--- src/rtl/queen_row_generator.sv ---
// N-queens backtracking solver; streams each solution as one-hot rows (column c at out_row[c]).
// Latency: one candidate per cycle in TRY, one row per cycle in BACKTRACK, N cycles per solution at full rate.
// Backpressure: EMIT holds row/index/last stable while out_valid && !out_ready; the search is paused.
//
// Ports: clk/rst_n (async active-low), start (sampled in IDLE/DONE), out_ready,
//        out_valid/out_row/out_index/out_last (row stream), busy, done, solution_count.
// Optional macro QUEEN_SOLUTION_COUNTER_EN: when defined, solution_count counts solutions
// fully emitted since the last start; otherwise it is tied to zero.
module queen_row_generator #(
  parameter int N = 8
) (
  input  logic         clk,
  input  logic         rst_n,
  input  logic         start,
  input  logic         out_ready,
  output logic         out_valid,
  output logic [0:N-1] out_row,
  output logic [2:0]   out_index,
  output logic         out_last,
  output logic         busy,
  output logic         done,
  output logic [6:0]   solution_count
);

  localparam logic [2:0] LAST = 3'(N - 1);

  typedef enum logic [2:0] {
    S_IDLE,
    S_TRY,
    S_BACKTRACK,
    S_EMIT,
    S_DONE
  } state_e;

  state_e       state_q;
  logic [0:N-1] board_q [N];
  logic [2:0]   r_q;
  logic [2:0]   c_q;
  logic [2:0]   e_q;

  logic         safe;
  logic [0:7]   attacked;
  logic [0:7]   rowk;
  logic [0:N-1] onehot_c;
  logic [0:N-1] prev_row;
  logic [2:0]   prev_pos;

  // Columns attacked by rows above r: each placed queen covers its own column
  // and both diagonals, shifted by the row distance. Rows are padded to 8 bits
  // so diagonal shifts never lose bits that a smaller board would need.
  always_comb begin
    attacked = '0;
    rowk     = '0;
    for (int k = 0; k < N; k++) begin
      rowk      = '0;
      rowk[0:N-1] = board_q[k];
      if (k < int'(r_q)) begin
        attacked = attacked | rowk | (rowk >> (int'(r_q) - k)) | (rowk << (int'(r_q) - k));
      end
    end
    safe = !attacked[c_q];
  end

  // One-hot of candidate column, and the queen position in row r-1.
  always_comb begin
    onehot_c = '0;
    prev_row = '0;
    prev_pos = '0;
    for (int i = 0; i < N; i++) begin
      onehot_c[i] = (3'(i) == c_q);
      if (3'(i) == r_q - 3'd1) prev_row = board_q[i];
    end
    for (int i = 0; i < N; i++) begin
      if (prev_row[i]) prev_pos = 3'(i);
    end
  end

  always_ff @(posedge clk or negedge rst_n) begin
    if (!rst_n) begin
      state_q <= S_IDLE;
      for (int k = 0; k < N; k++) board_q[k] <= '0;
      r_q <= '0;
      c_q <= '0;
      e_q <= '0;
    end else begin
      case (state_q)
        S_IDLE, S_DONE: begin
          if (start) begin
            for (int k = 0; k < N; k++) board_q[k] <= '0;
            r_q     <= '0;
            c_q     <= '0;
            state_q <= S_TRY;
          end
        end
        S_TRY: begin
          if (safe) begin
            for (int k = 0; k < N; k++) begin
              if (3'(k) == r_q) board_q[k] <= onehot_c;
            end
            if (r_q == LAST) begin
              e_q     <= '0;
              state_q <= S_EMIT;
            end else begin
              r_q <= r_q + 3'd1;
              c_q <= '0;
            end
          end else if (c_q == LAST) begin
            state_q <= S_BACKTRACK;
          end else begin
            c_q <= c_q + 3'd1;
          end
        end
        S_BACKTRACK: begin
          if (r_q == 3'd0) begin
            state_q <= S_DONE;
          end else begin
            for (int k = 0; k < N; k++) begin
              if (3'(k) == r_q || 3'(k) == r_q - 3'd1) board_q[k] <= '0;
            end
            r_q <= r_q - 3'd1;
            // Row r-1 exhausted: keep unwinding; otherwise resume at its next column.
            if (prev_pos != LAST) begin
              c_q     <= prev_pos + 3'd1;
              state_q <= S_TRY;
            end
          end
        end
        S_EMIT: begin
          if (out_ready) begin
            if (e_q == LAST) begin
              // Row N-1 has exactly one legal column, so resume from row N-1's parent.
              e_q     <= '0;
              r_q     <= LAST;
              state_q <= S_BACKTRACK;
            end else begin
              e_q <= e_q + 3'd1;
            end
          end
        end
        default: state_q <= S_IDLE;
      endcase
    end
  end

`ifdef QUEEN_SOLUTION_COUNTER_EN
  logic [6:0] sol_cnt_q;
  logic       start_go;
  logic       emit_done;

  assign start_go  = (state_q == S_IDLE || state_q == S_DONE) && start;
  assign emit_done = (state_q == S_EMIT) && out_ready && (e_q == LAST);

  always_ff @(posedge clk or negedge rst_n) begin
    if (!rst_n) begin
      sol_cnt_q <= '0;
    end else if (start_go) begin
      sol_cnt_q <= '0;
    end else if (emit_done) begin
      sol_cnt_q <= sol_cnt_q + 7'd1;
    end
  end

  assign solution_count = sol_cnt_q;
`else
  assign solution_count = 7'd0;
`endif

  // Outputs decode registered state only; out_ready never reaches an output.
  always_comb begin
    out_row = '0;
    if (state_q == S_EMIT) begin
      for (int k = 0; k < N; k++) begin
        if (3'(k) == e_q) out_row = board_q[k];
      end
    end
  end

  assign out_valid = (state_q == S_EMIT);
  assign out_index = e_q;
  assign out_last  = (state_q == S_EMIT) && (e_q == LAST);
  assign busy      = (state_q == S_TRY) || (state_q == S_BACKTRACK) || (state_q == S_EMIT);
  assign done      = (state_q == S_DONE);

endmodule

--- config.mk ---
export PLATFORM = sky130hd
export DESIGN_NAME = queen_row_generator
export DESIGN_NICKNAME = d
export VERILOG_FILES = /design/src/rtl/queen_row_generator.sv
export SDC_FILE = /design/constraint.sdc
export NUM_CORES = 1
export LEC_CHECK = 0
export ABC_AREA = 0
export CAP_MARGIN = 25
export CORE_MARGIN = 10
export CORE_UTILIZATION = 55
export CTS_CLUSTER_SIZE = 28
export DETAILED_ROUTE_END_ITERATION = 8
export GPL_TIMING_DRIVEN = 1
export PLACE_DENSITY = 0.77
export RECOVER_POWER = 25
export SLEW_MARGIN = 5
export SYNTH_ARGS = -nofsm -noshare
export SYNTH_HDL_FRONTEND = slang
export SYNTH_SLANG_ARGS = --single-unit
--- constraint.sdc ---
create_clock -name clk -period 9.5 [get_ports clk]
set_input_delay 1.9 -clock clk [delete_from_list [all_inputs] [get_ports clk]]
set_output_delay 1.9 -clock clk [all_outputs]
set_load 0.005 [all_outputs]
==> results.py <==
metrics = {
    "outcome": {
        "status": "finished with violations",
        "violations": "max-capacitance violations, max-slew violations",
    },
    "critical_path": {
        "slowest_delay_ps": 900,
        "critical_path_class": "reg -> reg",
        "crit_chain": "inv_2 -> ha_1 -> inv_1 -> ha_1 -> inv_1 -> a2111oi_0 -> o211ai_1 -> nor4_1 -> nor3_1 -> o2bb2ai_2 -> and3_1 -> a32o_1",
        "cp_slowest_cell": "and3_1",
        "cp_data_arrival_time_ps": 6040,
        "startpoint_type": "flop",
        "crit_path_start": "r_q[0]",
        "r2r_start": "r_q[0]",
        "end_kind": "flop",
        "cp_max_fo": 48,
        "required_ps": 9770,
    },
    "clocking": {
        "cts_max_path_buffers": 2,
        "clkLatencyLatePin_ps": 340,
        "hold_buffers": 0,
        "cts.sinks": 76,
        "ctsResizeCount": 0,
        "post_cts_buffers": 0,
        "cts_buffers": 9,
        "clockRootBuffer": "clkbuf_16",
        "cts_tree": "done",
        "clkTransAtPathRegs_ps": 60,
        "cts_max_level": 3,
    },
    "cells_and_area": {
        "drive_gt1_share_pct": 9.49,
        "fin_util_pct": 57.6,
        "area_growth_pct": 1.61,
        "diodes": 0,
        "fillers": 1465,
        "fin_nets": 1027,
        "layoutNonFillerInstCount": 1212,
        "fin_area_um2": 8820,
    },
    "sta": {
        "fin_crit_sh_pct": 60.7,
        "skew_ps": 5.81,
        "fmax_ghz": 0.173,
        "whs_ps": 499,
        "final.setup.tns_ps": 0,
        "slew_headroom_pct": -58.2,
        "report.final.hold_viol_count": 0,
        "finalWorstSetupSlack_ps": 3730,
        "tightest_slew_ps": 2370,
        "setup_viol": 0,
        "grt_setup_unrepaired": "no",
        "timing.final.crit_period_ps": 5770,
        "drv_slew": 79,
    },
    "synth": {
        "synth_top_flop_cell": "dfrtp_1",
        "ys_types": 85,
        "synth.area.top_cells": "dfrtp_1, a32o_1, o21ai_0, nand2_1, a21oi_1",
        "synth-seq-cells": 76,
        "syn-mean-instance-area_um2": 7.89,
        "synth.largest_area_cell": "dfrtp_1",
        "synth-edff-count": 0,
        "synth_common_cells": "nand2_1, clkbuf_1, o21ai_0, nor2_1, a21oi_1",
        "syn_area_um2": 8680,
        "yosys.area.top_type_share_pct": 21.9,
        "synth_warnings": 0,
        "syn_inst": 1100,
        "synthMostInstantiatedCell": "nand2_1",
        "synthArstFlopShare_pct": 100,
        "ys_seq_area_share_pct": 21.9,
    },
    "placement": {
        "port_buffers": 18,
        "place_ws_ps": 3880,
        "hpwl_um": 21700,
        "placed_cell_area_um2": 8510,
        "routabilityCongestion": 1.13,
        "dp.cells": 1195,
    },
    "detailed_routing": {
        "viasPerCell": 7.58,
        "first_pass_iters": 6,
        "wire_per_inst_um": 26.7,
        "antenna_left": 0,
        "drc": 0,
        "drt_wl_total_um": 32300,
        "num_vias": 9183,
        "first_iter_violations": 1694,
    },
    "floorplanning": {
        "die-area_um2": 21200,
        "ios": 26,
        "fp-row-count": 45,
        "die_y_um": 146,
        "start_util_pct": 56.7,
        "core_area_um2": 15300,
        "die_w_um": 146,
    },
    "global_route": {
        "grt_max_degree": 79,
        "overflow": 0,
        "grt_pass1_wl_um": 49400,
        "use_met3_pct": 6.83,
        "track_usage_pct": 28.9,
        "busiest_layer": "met2",
        "met2_usage_pct": 42.1,
        "first_global_vias": 8243,
        "antenna_found_initial": 0,
        "met1_usage_pct": 38.0,
    },
    "worst_hold_path": {
        "hp-class": "reg -> reg",
        "hp-start": "rowk[0]",
    },
    "power": {
        "p_leak_nw": 3.27,
        "total_power_mw": 3.80,
        "ir_drop_v": 0.000241,
        "powerDensity_nw_per_um2": 430,
    },
    "job": {
        "maxCapViolCount": 2,
    },
}
-- routing by layer --
metal / wire length (um) / share of wire, %
met2: 13700 / 42
met5: 0 / 0
met1: 12500 / 39
met3: 4160 / 13
met4: 1940 / 6.0
-- layout make-up --
cell class	instances	area (um2)	area share, %
flip-flops and latches	76	1910	21.6
inverters	32	120	1.36
well taps	211	264	2.99
repair buffers	29	250	2.84
clock buffers	11	243	2.75
clock inverters	5	75.1	0.851
multi-input cells	848	5960	67.6
-- final timing paths --
| path | to | slack, ps | cells past startpoint |
|---|---|---|---|
| setup / recovery | board_q[39] | 3730 | 12 |
| max in group asynchronous | r_q[0] | 4180 | 2 |
| min in group asynchronous | board_q[9] | 2020 | 1 |
| setup reg to reg | board_q[39] | 3730 | 12 |
| hold reg to reg | rowk[0] | 500 | 1 |
| hold / removal | rowk[0] | 500 | 1 |
-- critical path: cells and delay by family, from the launching register on --
kind | cells | cell delay, ps
buffers and inverters | 3 | 1180
adders and majority gates | 2 | 1020
DFF | 1 | 680
AOI/OAI and AO/OA | 4 | 1480
and+or+nand+nor | 3 | 1300
-- cell families after synthesis --
family	after synthesis	share of synthesized area [%]
AND/OR/NAND/NOR	308	16.7
flip-flops	76	21.9
multiplexers	66	10.2
AO/OA/AOI/OAI	440	37.7
adder cells (fa/ha/maj)	27	3.89
other	1	0.0432
buffers and inverters	182	9.67
-- power by group --
| group | total (mW) | leakage [nW] | internal [mW] | switching (mW) |
|---|---|---|---|---|
| registers | 0.802 | 1.02 | 0.424 | 0.378 |
| clock network | 0.370 | 0.159 | 0.236 | 0.134 |
| logic | 2.62 | 2.09 | 0.956 | 1.67 |
| total | 3.80 | 3.27 | 1.62 | 2.18 |
-- registers in the layout, summed over array words and instances, names as in the netlist --
register and count:
c_q 3, board_q 56, r_q 3, out_index 3, rowk 8, state_q 3
-- cells in the final DEF, fill, tap and decap left out, types with 8 or more instances in the layout --
master and n:
nand2_1 106, o21ai_0 84, nor2_1 82, a21oi_1 79, dfrtp_1 74, a32o_1 49, mux2i_1 36, inv_1 29
ha_1 27, a22oi_1 24, nor3_1 24, a221oi_1 18, o2bb2ai_1 17, mux4_2 16, o221ai_1 16, clkdlybuf4s50_1 16
nor2b_1 15, nand2b_1 14, o211ai_1 12, mux2_2 12, a311oi_1 12, a211oi_1 11, a31oi_1 11, nand3_1 10
or2_2 9, clkbuf_16 9, buf_4 9, and3_1 8, a21o_1 8, a221o_1 8, o21ai_4 8
(Power assumes the default switching activity.)
